### config.mk
export PLATFORM = sky130hd
export DESIGN_NAME = uart_rx_massiv_collector
export DESIGN_NICKNAME = d
export VERILOG_FILES = /design/src/rtl/uart_rx_massiv_collector.sv
export SDC_FILE = /design/constraint.sdc
export NUM_CORES = 1
export LEC_CHECK = 0
export ABC_CLOCK_PERIOD_IN_PS = 2050
export CAP_MARGIN = 20
export CORE_ASPECT_RATIO = 0.9
export CORE_MARGIN = 1.5
export CORE_UTILIZATION = 57
export DETAILED_ROUTE_END_ITERATION = 7
export DONT_BUFFER_PORTS = 1
export PLACE_DENSITY = 0.87
export SKIP_CTS_REPAIR_TIMING = 1
export SLEW_MARGIN = 20
export SYNTH_ARGS = -nofsm -noshare
export SYNTH_HDL_FRONTEND = slang
export SYNTH_SLANG_ARGS = --single-unit
### constraint.sdc
create_clock -name IN_CLOCK -period 2.05 [get_ports IN_CLOCK]
set_input_delay 0.205 -clock IN_CLOCK [delete_from_list [all_inputs] [get_ports IN_CLOCK]]
set_output_delay 0.205 -clock IN_CLOCK [all_outputs]
set_load 0.01 [all_outputs]
### src/rtl/uart_rx_massiv_collector.sv
// Gathers consecutive UART RX packs into one pack-array frame, closed on full or idle gap,
// and holds the frame until the consumer acknowledges it.
module uart_rx_massiv_collector #(
    parameter int unsigned UART_BAUD_RATE           = 9600,
    parameter int unsigned CLOCK_FREQUENCY          = 50000000,
    parameter int unsigned NUM_OF_DATA_BITS_IN_PACK = 8,
    parameter int unsigned RX_MASSIV_DEEP           = 4,
    parameter int unsigned IDLE_GAP_BITS            = 20,
    parameter int unsigned RX_MASSIV_DEEP_LOG_2     = $clog2(RX_MASSIV_DEEP)
) (
    input  logic                                                 IN_CLOCK,
    input  logic                                                 IN_RESET,
    input  logic                                                 IN_PACK_READY,
    input  logic [NUM_OF_DATA_BITS_IN_PACK-1:0]                  IN_PACK_DATA,
    input  logic                                                 IN_PACK_ERROR,
    input  logic                                                 IN_FRAME_ACK,
    output logic                                                 OUT_FRAME_VALID,
    output logic [NUM_OF_DATA_BITS_IN_PACK*RX_MASSIV_DEEP-1:0]   OUT_FRAME_DATA,
    output logic [RX_MASSIV_DEEP_LOG_2:0]                        OUT_FRAME_NUM_PACKS,
    output logic                                                 OUT_FRAME_ERROR,
    output logic                                                 OUT_FRAME_OVERFLOW,
    output logic                                                 OUT_BUSY
);

    localparam int unsigned N            = NUM_OF_DATA_BITS_IN_PACK;
    localparam int unsigned D            = RX_MASSIV_DEEP;
    localparam int unsigned FW           = N * D;
    localparam int unsigned CW           = RX_MASSIV_DEEP_LOG_2 + 1;
    localparam int unsigned CLKS_PER_BIT = CLOCK_FREQUENCY / UART_BAUD_RATE;
    localparam int unsigned IDLE_T       = CLKS_PER_BIT * IDLE_GAP_BITS;
    localparam int unsigned TW           = (IDLE_T > 1) ? $clog2(IDLE_T) : 1;

    typedef enum logic [1:0] {
        S_IDLE,
        S_COLLECT,
        S_HOLD
    } state_t;

    state_t          state;
    logic [TW-1:0]   timer;
    logic [FW-1:0]   frame_data;
    logic [CW-1:0]   frame_cnt;
    logic            frame_err;
    logic            frame_ovf;
    logic            start_frame;

    // An ack in the same cycle as a pack lets that pack open the next frame.
    assign start_frame = IN_PACK_READY &&
                         ((state == S_IDLE) || ((state == S_HOLD) && IN_FRAME_ACK));

    always_ff @(posedge IN_CLOCK or posedge IN_RESET) begin
        if (IN_RESET) begin
            state      <= S_IDLE;
            timer      <= '0;
            frame_data <= '0;
            frame_cnt  <= '0;
            frame_err  <= 1'b0;
            frame_ovf  <= 1'b0;
        end else if (start_frame) begin
            frame_data <= FW'(IN_PACK_DATA);
            frame_cnt  <= CW'(1);
            frame_err  <= IN_PACK_ERROR;
            frame_ovf  <= 1'b0;
            timer      <= '0;
            state      <= (D == 1) ? S_HOLD : S_COLLECT;
        end else begin
            case (state)
                S_COLLECT: begin
                    if (IN_PACK_READY) begin
                        for (int k = 0; k < int'(D); k++) begin
                            if (frame_cnt == CW'(k)) begin
                                frame_data[k*N +: N] <= IN_PACK_DATA;
                            end
                        end
                        frame_cnt <= frame_cnt + CW'(1);
                        frame_err <= frame_err | IN_PACK_ERROR;
                        timer     <= '0;
                        if (frame_cnt + CW'(1) == CW'(D)) begin
                            state <= S_HOLD;
                        end
                    end else if (timer == TW'(IDLE_T - 1)) begin
                        state <= S_HOLD;
                    end else begin
                        timer <= timer + TW'(1);
                    end
                end
                S_HOLD: begin
                    if (IN_FRAME_ACK) begin
                        frame_ovf <= 1'b0;
                        state     <= S_IDLE;
                    end else if (IN_PACK_READY) begin
                        frame_ovf <= 1'b1;
                    end
                end
                default: state <= S_IDLE;
            endcase
        end
    end

    assign OUT_FRAME_VALID     = (state == S_HOLD);
    assign OUT_BUSY            = (state == S_COLLECT);
    assign OUT_FRAME_DATA      = frame_data;
    assign OUT_FRAME_NUM_PACKS = frame_cnt;
    assign OUT_FRAME_ERROR     = frame_err;
    assign OUT_FRAME_OVERFLOW  = frame_ovf;

endmodule

=== Word level (Yosys, flattened, before mapping) ===
Cells that the tools add are included.

* Flip-flop bits (word level): 56
* Bits of input ports: 13
* Output and inout bits: 39
* Word-level logic and storage cells: 71

* Muxes and demuxes: 27
* Add/sub/neg operators: 2
* Bitwise operators: 1
* Reduce and logical (&&, ||, !) cells: 21
* Equal/unequal tests: 11

{| class="wikitable"
|+ Operator list
! kind !! number
|-
| 32-bit two-way mux || 3
|-
| 17-bit two-way mux || 4
|-
| 8-bit two-way mux || 4
|-
| 17-bit by 1-bit adder with 17-bit output, second input constant || 1
|-
| 17-bit equality test, second input constant || 1
|-
| 3-bit AND reduction || 5
|-
| 2-bit nonzero test || 7
|-
| 2-bit two-way mux || 5
|-
| 3-bit two-way mux || 3
|-
| 4-bit by 2-bit != test with 1-bit output, second input constant || 2
|-
| 1-bit two-way mux || 7
|-
| 3-bit by 2-bit equality test with 1-bit output, second input constant || 2
|-
| 2-bit AND reduction || 3
|-
| 2-bit case mux with 2 select lines || 1
|-
| 3-bit by 1-bit adder with 3-bit output, second input constant || 1
|-
| 3-bit by 1-bit equality test with 1-bit output, second input constant || 1
|-
| 3-bit equality test, second input constant || 1
|-
| 3-bit zero test || 1
|-
| 3-bit by 2-bit != test with 1-bit output, second input constant || 1
|-
| 3-bit != test, second input constant || 1
|-
| 3-bit nonzero test || 1
|-
| 2-bit by 1-bit equality test with 1-bit output, second input constant || 1
|-
| 2-bit equality test, second input constant || 1
|-
| 1-bit logical AND || 2
|-
| 3 further kinds || 3
|}

=== Depth between registers and ports, before layout ===
Gate-level depths: netlist of run 1.

* Depth after elaboration: 6
* Gate-level depth with buffers: 7

=== Worst setup path after synthesis of run 1 ===
OpenSTA, ideal clock, no wires.

* Path type: register to register
* Start point: register timer[14]
* End point: register timer[1]
* Arrival time: 1.914 ns
* Clock period less this slack: 2.039 ns
* Data required time: 1.925 ns
* Stages on the path, launching flop included: 6
* Buffers on the path: 1
* Setup slack: 0.011 ns
* Cells stage by stage: dfrtp_1 or4b_1 or3_1 buf_6 o21a_4 mux2_4

* Cells in the longest elaborated chain, start to end: 3

{| class="wikitable"
|+ Ends and longest elaborated chain
! element !! line !! source
|-
| start, declared || 40 || <nowiki>logic [TW-1:0] timer;</nowiki>
|-
| start signal, assigned || 84 || <nowiki>timer <= timer + TW'(1);</nowiki>
|-
| 17-bit equality test || 81 || <nowiki>end else if (timer == TW'(IDLE_T - 1)) begin</nowiki>
|-
| 3-bit != test (no source line) || - ||
|-
| 2-bit AND reduction (no source line) || - ||
|}

Every way passes these cells.
A chain may end at the register's enable or synchronous reset.

=== Worst setup path after layout of run 1 ===
Ends and elaborated chain as after synthesis.

==> results of run 1 <==
==> path summary, 6_finish.rpt <==
kind / start / endpoint / slack [ns]
hold reg to reg: timer[0]$_DFFE_PP0P_ / timer[0]$_DFFE_PP0P_ / 0.55
max in group asynchronous: IN_RESET / OUT_FRAME_DATA[31]$_DFFE_PP0P_ / 1.13
hold / removal: IN_PACK_DATA[3] / OUT_FRAME_DATA[3]$_DFFE_PP0P_ / 0.02
setup / recovery: timer[14]$_DFFE_PP0P_ / timer[1]$_DFFE_PP0P_ / 0.08
min in group asynchronous: IN_RESET / OUT_FRAME_DATA[2]$_DFFE_PP0P_ / 0.38
setup reg to reg: timer[14]$_DFFE_PP0P_ / timer[1]$_DFFE_PP0P_ / 0.08
==> power breakdown <==
| group | internal, uW | switching [uW] | total (uW) |
|---|---|---|---|
| clock | 250 | 383 | 633 |
| sequential | 1490 | 500 | 1990 |
| combinational | 558 | 639 | 1200 |
| total | 2300 | 1520 | 3820 |
==> flip-flops by register name, indices dropped and copies added (netlist names) <==
| register | cells |
|---|---|
| timer | 17 |
| OUT_FRAME_ERROR | 1 |
| state | 2 |
| OUT_FRAME_OVERFLOW | 1 |
| OUT_FRAME_NUM_PACKS | 3 |
| OUT_FRAME_DATA | 32 |
==> worst max-delay path: cells and delay by family (launching register included) <==
kind	cells	cell delay, ns
mux	1	0.29
simple gates	2	0.96
flops	1	0.39
compound gates	1	0.23
==> cell type report <==
cell class / count / area share
Multi-Input combinational cell: 180 / 0.420
Clock buffer: 5 / 0.0221
Inverter: 18 / 0.0217
Sequential cell: 56 / 0.451
Timing Repair Buffer: 19 / 0.0507
Tap cell: 65 / 0.0262
Clock inverter: 3 / 0.00805
==> synth_stat cells (2+ instances only) <==
master and count:
sky130_fd_sc_hd__o2bb2ai_1 6, sky130_fd_sc_hd__nand2_1 8, sky130_fd_sc_hd__a211oi_2 2, sky130_fd_sc_hd__clkbuf_1 12
sky130_fd_sc_hd__a21o_1 2, sky130_fd_sc_hd__nor2_1 18, sky130_fd_sc_hd__mux2i_1 18, sky130_fd_sc_hd__o211ai_1 5
sky130_fd_sc_hd__nand4_1 13, sky130_fd_sc_hd__and3_1 4, sky130_fd_sc_hd__and2_1 4, sky130_fd_sc_hd__a32o_1 2
sky130_fd_sc_hd__and4_1 5, sky130_fd_sc_hd__buf_6 2, sky130_fd_sc_hd__or3_1 2, sky130_fd_sc_hd__a22oi_1 5
sky130_fd_sc_hd__o21ai_0 14, sky130_fd_sc_hd__mux2_2 8, sky130_fd_sc_hd__nor2b_1 9, sky130_fd_sc_hd__dfrtp_1 56
sky130_fd_sc_hd__ha_1 6, sky130_fd_sc_hd__o31ai_1 9, sky130_fd_sc_hd__nand3_1 8, sky130_fd_sc_hd__nand2b_1 7
sky130_fd_sc_hd__or2_2 4, sky130_fd_sc_hd__inv_1 18, sky130_fd_sc_hd__a21oi_1 5, sky130_fd_sc_hd__a41oi_1 2
==> metal layers <==
metal,wire [um],share of wire,up-vias,track usage
met5,0,0,-,0
met4,95,0.015,0,0.0869
met3,379,0.061,11,0.0706
met2,2960,0.48,79,0.380
met1,2780,0.45,1046,0.338
li1,-,-,1002,-
==> metrics by stage <==
stage | total power [uW] | std cells
6_report | 3820 | 346
5_1_grt | 4040 | 346
4_1_cts | 3820 | 345
3_5_place_dp | 3190 | 337
3_3_place_gp | 3110 | 337
2_1_floorplan | 2790 | 269
==> cell families (layout without fill, tap and decap cells) <==
family | count (synthesis) | in the layout | share of synthesized area
AOI/OAI and AO/OA | 60 | 60 | 0.159
adders and majority gates | 6 | 6 | 0.0264
buffers and inverters | 33 | 45 | 0.0489
DFF | 56 | 56 | 0.493
muxes | 27 | 27 | 0.100
and+or+nand+nor | 87 | 87 | 0.173
==> results.txt, run 1 <==
- TritonCTS built the clock tree.
- For the worst flop-to-flop path, the logic depth is 4.
* Highest net fanout along the worst path: 4
* Wire length of the first global-routing pass: 10,400 um
* Async SR Flop Fraction: 1.00
* Main synth FF type: sky130_fd_sc_hd__dfrtp_1
* CTS Root Buffer Type: sky130_fd_sc_hd__clkbuf_8
- The initial utilization of the core area, before any placement, comes to 0.588.
* Boundary Pins: 52
- The library cell used most frequently in the layout, excluding fill and tap cells, is sky130_fd_sc_hd__dfrtp_1.
- Setup violations remaining at the end of the flow were counted as 0.
- In the final layout, the share of cells above drive strength 1 is 0.164.
* Number of port buffers: 0
* Antenna Nets Post-Route: 0
- The die is 77.4 um wide.
* Mean Syn Cell Area: 10.6 um^2
- The worst setup path is captured at a flop.
* Maximum vdd ir drop: 0.779 mV
- Fillers: 368
- Average wire per cell in the routed design: 18.0 um
* Ordered list of cells on the worst path: or4b_1 -> or3_4 -> o21a_4 -> mux2_4
* GR Util All Layers: 0.248
- Initial DRT Pass Iterations: 5
- Detailed placement finished with a half-perimeter wire length of 4510 um.
- After detailed routing, the number of remaining DRC violations is 0.
- Post-Syn Area: 0.00284 mm^2
- WL final: 6220 um
* Hold Path Cell Cnt: 1
- Hold slack: 0.0222 ns
- At the end of routability-driven placement, the weighted congestion stood at 0.854.
- Status: completed
- Final Hold Vio Count: 0
- Cell variety after synth: 43
- Relative slew slack: 0.591
- Clock tree synthesis found a total of 56 sinks.
* Max-cap check violation count: 0
- Slowest cell delay on critical path: 0.52 ns
- The largest total area in the synthesized netlist belongs to sky130_fd_sc_hd__dfrtp_1.
- After floorplanning, the core was divided into 24 placement rows.
- During synthesis, Yosys emitted a total of 0 warnings.
- At the placement stage, the worst setup path has a slack of 0.0345 ns.
* Total non-filler cell area in the finished layout: 0.00311 mm^2
- The critical path in this run is classified as reg -> reg.
* Hold Path Class: in -> reg
* Count of antenna diodes in the layout: 0
* Placeable core region: 0.00483 mm^2
* Pin count of the biggest net entering global routing: 34
- Of the post-synthesis cell area, the dominant cell type holds 0.493.
- In the routed layout, each cell is associated on average with a via count of 6.18.
- At the end of the flow, the number of nets in the layout was 299.
* EDFF count, synth: 0
- Buffers inserted during clock tree synthesis total 5.
* Post-synthesis sequential area ratio: 0.493
* Time the worst path needs with I/O delays and setup: 1.97 ns
- The number of global-route vias before repair came to 2,130.
- After global routing the overflow that remains totals 0.
* Setup repair after global routing missed its margin: false
- The worst setup path is launched from a flop.
- For this run, the top clock speed supported by timing is 0.508 GHz.
- Leakage power figure: 0.00135 uW
* Total power divided by cell area: 1230 mW/mm^2
- Setup TNS after final layout: 0 ns
* Die Y-Extent: 70.0 um
- The multi-input combinational cells in the finished layout cover a total of 0.00131 mm^2.
- # H-tree levels: 2
- Worst path setup slack after routing: 0.0829 ns
- The number of nets in the synthesized netlist is 288.
* Layout overhead on the synthesized area: 9.38%
* CP Data Required Time: 2.26 ns
- Overall via count from detail_route: 2,138
* Floorplan die area: 0.00542 mm^2
- Slowest library cell on the worst path: sky130_fd_sc_hd__or4b_1
- Count of pins over their slew limit: 0
- Clock-pin slew was measured on the worst setup and hold paths at 0.10 ns.
- In the final layout, flip-flops and latches occupy 0.00140 mm^2.
* Leading cell types in the layout, fill and taps excluded: sky130_fd_sc_hd__dfrtp_1, sky130_fd_sc_hd__mux2i_1, sky130_fd_sc_hd__nor2_1
- Post-Route Skew: 0.00855 ns
* Top cells by area in the synthesized netlist: sky130_fd_sc_hd__dfrtp_1, sky130_fd_sc_hd__mux2i_1, sky130_fd_sc_hd__mux2_2, sky130_fd_sc_hd__nand4_1, sky130_fd_sc_hd__ha_1
- Final core utilization: 0.643
- Counting flops and latches in the post-synthesis netlist gives 56.
- Of the available clock period, the critical path in the final layout requires 0.960.
- At the pin with the least slew margin, the transition time is 0.613 ns.
* Number of buffers on the longest clock path: 2
* Initial antenna violation count: 0
- Initial drt markers: 208
* Cells after Synth: 269
* Arr. time, crit path: 2.18 ns
* Post-DP Area: 0.00300 mm^2
- Clock latency reported for the late side of the worst-skew pair: 0.32 ns
No activity file was read; power rests on OpenSTA's default activity.
==> run 2: changes to the inputs <==
--- a/config.mk
+++ b/config.mk
@@ -5,14 +5,14 @@
 export SDC_FILE = /design/constraint.sdc
 export NUM_CORES = 1
 export LEC_CHECK = 0
-export ABC_CLOCK_PERIOD_IN_PS = 2050
+export ABC_CLOCK_PERIOD_IN_PS = 2250
 export CAP_MARGIN = 20
 export CORE_ASPECT_RATIO = 0.9
 export CORE_MARGIN = 1.5
-export CORE_UTILIZATION = 57
+export CORE_UTILIZATION = 63
 export DETAILED_ROUTE_END_ITERATION = 7
 export DONT_BUFFER_PORTS = 1
-export PLACE_DENSITY = 0.87
+export PLACE_DENSITY = 0.91
 export SKIP_CTS_REPAIR_TIMING = 1
 export SLEW_MARGIN = 20
 export SYNTH_ARGS = -nofsm -noshare
==> constraint.sdc (replaced) <==
create_clock -name IN_CLOCK -period 2.25 [get_ports IN_CLOCK]
set_input_delay 0.225 -clock IN_CLOCK [delete_from_list [all_inputs] [get_ports IN_CLOCK]]
set_output_delay 0.225 -clock IN_CLOCK [all_outputs]
set_load 0.01 [all_outputs]
==> run 2 against run 1 <==
The flow now finishes with violations (hold timing). Routed wire length up 3.8%. Sequential power down 9%. Non-clock buffer count down 9. Register-to-register slack worse by 0.02 ns.
==> results.txt, run 2 (same netlist as run 1, synthesis figures left out) <==
- The final worst hold slack came to -0.00729 ns (-0.0295 ns).
- The global-route wire length before repair is 10,300 um (-1.3%).
- Buf+Inv Stages, Crit Path: 0 (unchanged)
* Overall via count from detail_route: 2,197 (+2.8%)
* Met3 global-route usage: 0.0560 (-0.0146)
* Slowest library cell on the worst path: sky130_fd_sc_hd__or3_1
- Average wire per cell in the routed design: 19.4 um (+8.2%)
* CTS tree: built
- The total of max-cap violations is 0 (unchanged).
- Ordered list of cells on the worst path: or4b_1 -> or3_1 -> o21a_4 -> mux2_4
- The floorplan die area is 0.00492 mm^2 (-9.1%).
- Arr. time, crit path: 2.38 ns (+0.20 ns)
- The via count normalized by instance count was 6.62 (+7.1%).
- Cell class contributing the biggest share of worst-path delay: simple AND/OR/NAND/NOR gates
- The cell internal power dissipation came to 2190 uW (-4.7%).
- Worst path setup slack after routing: 0.0609 ns (-0.0220 ns)
- The sequential share of power is 0.512 (-0.009).
* Clk pwr share: 0.194 (+0.028)
- Net switching power: 1370 uW (-10%)
* CTS Buf Count: 5 (unchanged)
* Routability Congestion: 0.880 (+3.0%)
- Tot Pwr: 3560 uW (-6.8%)
* Starting density of the core: 0.675 (+0.0870)
- Residual overflow from global routing: 0 (unchanged)
- Compared with the post-synthesis result, the final layout area differs by 7.05%.
- The pin count of the biggest net entering global routing came to 57 (+68%).
- The slew of the pin with the lowest slew margin came to 0.698 ns (+0.0847 ns).
- Setup TNS after final layout: 0 ns (unchanged)
- Setup repair after global routing left no endpoint under its margin.
* Final Hold Vio Count: 30 (+30)
- CP Data Required Time: 2.45 ns (+0.19 ns)
* Startpoint-to-endpoint class of the critical path: reg -> reg
- Via count of the first global-routing pass: 2,146 (+0.75%)
- Die Y-Extent: 66.7 um (-4.7%)
- The final number of setup-violating endpoints is 0 (unchanged).
* CTS Root Buffer Type: sky130_fd_sc_hd__clkbuf_8
* Leading cell types in the layout, fill and taps excluded: sky130_fd_sc_hd__dfrtp_1, sky130_fd_sc_hd__mux2i_1, sky130_fd_sc_hd__nor2_1
* Maximum vdd ir drop: 0.740 mV (-5.0%)
- Status: finished, violations left
- The proportion of total power due to net switching is 0.385 (-0.0136).
* Post-Route Skew: 0.00677 ns (-0.00179 ns)
- The normalized max-slew margin came to 0.535 (-0.0565).
- The highest fanout seen on the critical path was 7 (+3).
- CTS Sinks: 56 (unchanged)
- The total power density per cell area was 1170 mW/mm^2 (-4.8%).
- Boundary Pins: 52 (unchanged)
* Leakage power figure: 0.00132 uW (-2.5%)
* Violations in the final reports: hold timing
- Number of flip-flops under the largest register name: 32 (unchanged)
- Commonest non-fill, non-tap cell in the layout: sky130_fd_sc_hd__dfrtp_1
* Final Cycle Share: 0.973 (+0.0134)
- Global routing met2 resource utilization: 0.436 (+0.0557)
- Count of antenna diodes in the layout: 0 (unchanged)
* Most crowded layer after global routing: met2
- Time the worst path needs with I/O delays and setup: 2.19 ns (+0.222 ns)
- The global-route total usage across every layer came to 0.278 (+0.0299).
- Hold Path Class: in -> async
- The number of detailed-route iterations in the first pass came to 5 (unchanged).
- Fillers: 287 (-22%)
- The fraction of final layout cells with drive strength greater than 1 was 0.136 (-0.0277).
* Clock latency reported for the late side of the worst-skew pair: 0.31 ns (about the same)
* Dpl ws: 0.102 ns (+0.0675 ns)
* WL final: 6450 um (+3.8%)
- Number of placement rows: 22 (-8.3%)
- The remaining number of nets flagged by the antenna check after routing was 0 (unchanged).
* Kind of start point of the critical path: flop
- Comb pwr share: 0.293 (-0.021)
- The number of buffer cells added on primary ports is 0 (unchanged).
* Residual DRC count: 0 (unchanged)
- # H-tree levels: 2 (unchanged)
- STA classifies the critical path endpoint as a flop.
* Initial antenna violation count: 0 (unchanged)
- The die width came to 73.8 um (-4.7%).
- Slowest cell delay on critical path: 0.54 ns (+0.02 ns)
* Placeable core region: 0.00421 mm^2 (-13%)
* Met1 GRT Util: 0.385 (+0.0466)
- Count of pins over their slew limit: 0 (unchanged)
* Initial drt markers: 260 (+25%)
* Number of buffers on the longest clock path: 2 (unchanged)
- Total number of nets in the final design: 290 (-3.0%)
* Estimated wirelength of the detail-placed design: 4420 um (-2.0%)
* Highest Clock Rate: 0.457 GHz (-10%)
- The clock-pin transition on the worst setup and hold timing paths was 0.10 ns (about the same).
run 2: worst paths after layout:
path | slack, ns | startpoint | depth (start not counted) | end
setup reg to reg | 0.06 | timer[14]$_DFFE_PP0P_ | 4 | timer[1]$_DFFE_PP0P_
max in group asynchronous | 1.81 | IN_RESET | 2 | state[1]$_DFFE_PP0P_
hold / removal | -0.007 | IN_RESET | 2 | OUT_FRAME_DATA[10]$_DFFE_PP0P_
min in group IN_CLOCK | 0.06 | IN_PACK_DATA[5] | 1 | OUT_FRAME_DATA[5]$_DFFE_PP0P_
hold reg to reg | 0.56 | timer[13]$_DFFE_PP0P_ | 1 | timer[13]$_DFFE_PP0P_
setup / recovery | 0.06 | timer[14]$_DFFE_PP0P_ | 4 | timer[1]$_DFFE_PP0P_
run 2: area by class of cell:
| type | count | area [um^2] | area share |
|---|---|---|---|
| Clock buffer | 6 | 82.6 | 0.0271 |
| Clock inverter | 2 | 38.8 | 0.0128 |
| Inverter | 18 | 67.6 | 0.0222 |
| Multi-Input combinational cell | 180 | 1300 | 0.428 |
| Sequential cell | 56 | 1400 | 0.461 |
| Tap cell | 60 | 75.1 | 0.0247 |
| Timing Repair Buffer | 10 | 75.1 | 0.0247 |
run 2: metrics by stage:
stage	cell area, um^2	hold WS, ns	utilization	instances
after floorplan	2840	0.376	-	269
after global placement	2920	0.340	0.693	324
after detailed placement	2920	0.343	0.693	324
after CTS	3040	0.00892	0.722	332
after global routing	3040	0.0482	0.722	332
final	3040	-0.00729	0.722	332
run 2: metal layers:
| metal | up-vias | share of wire |
|---|---|---|
| li1 | 978 | - |
| met1 | 1086 | 0.43 |
| met2 | 119 | 0.48 |
| met3 | 14 | 0.079 |
| met4 | 0 | 0.016 |
| met5 | - | 0 |
run 2: power groups by stage:
stage / Sequential (uW) / Clock [uW] / Combinational, uW
floorplan: 1730 / 0 / 812
global placement: 1820 / 0 / 956
detailed placement: 1840 / 0 / 1020
CTS: 1830 / 693 / 1040
global route: 1880 / 737 / 1150
finish: 1820 / 692 / 1040
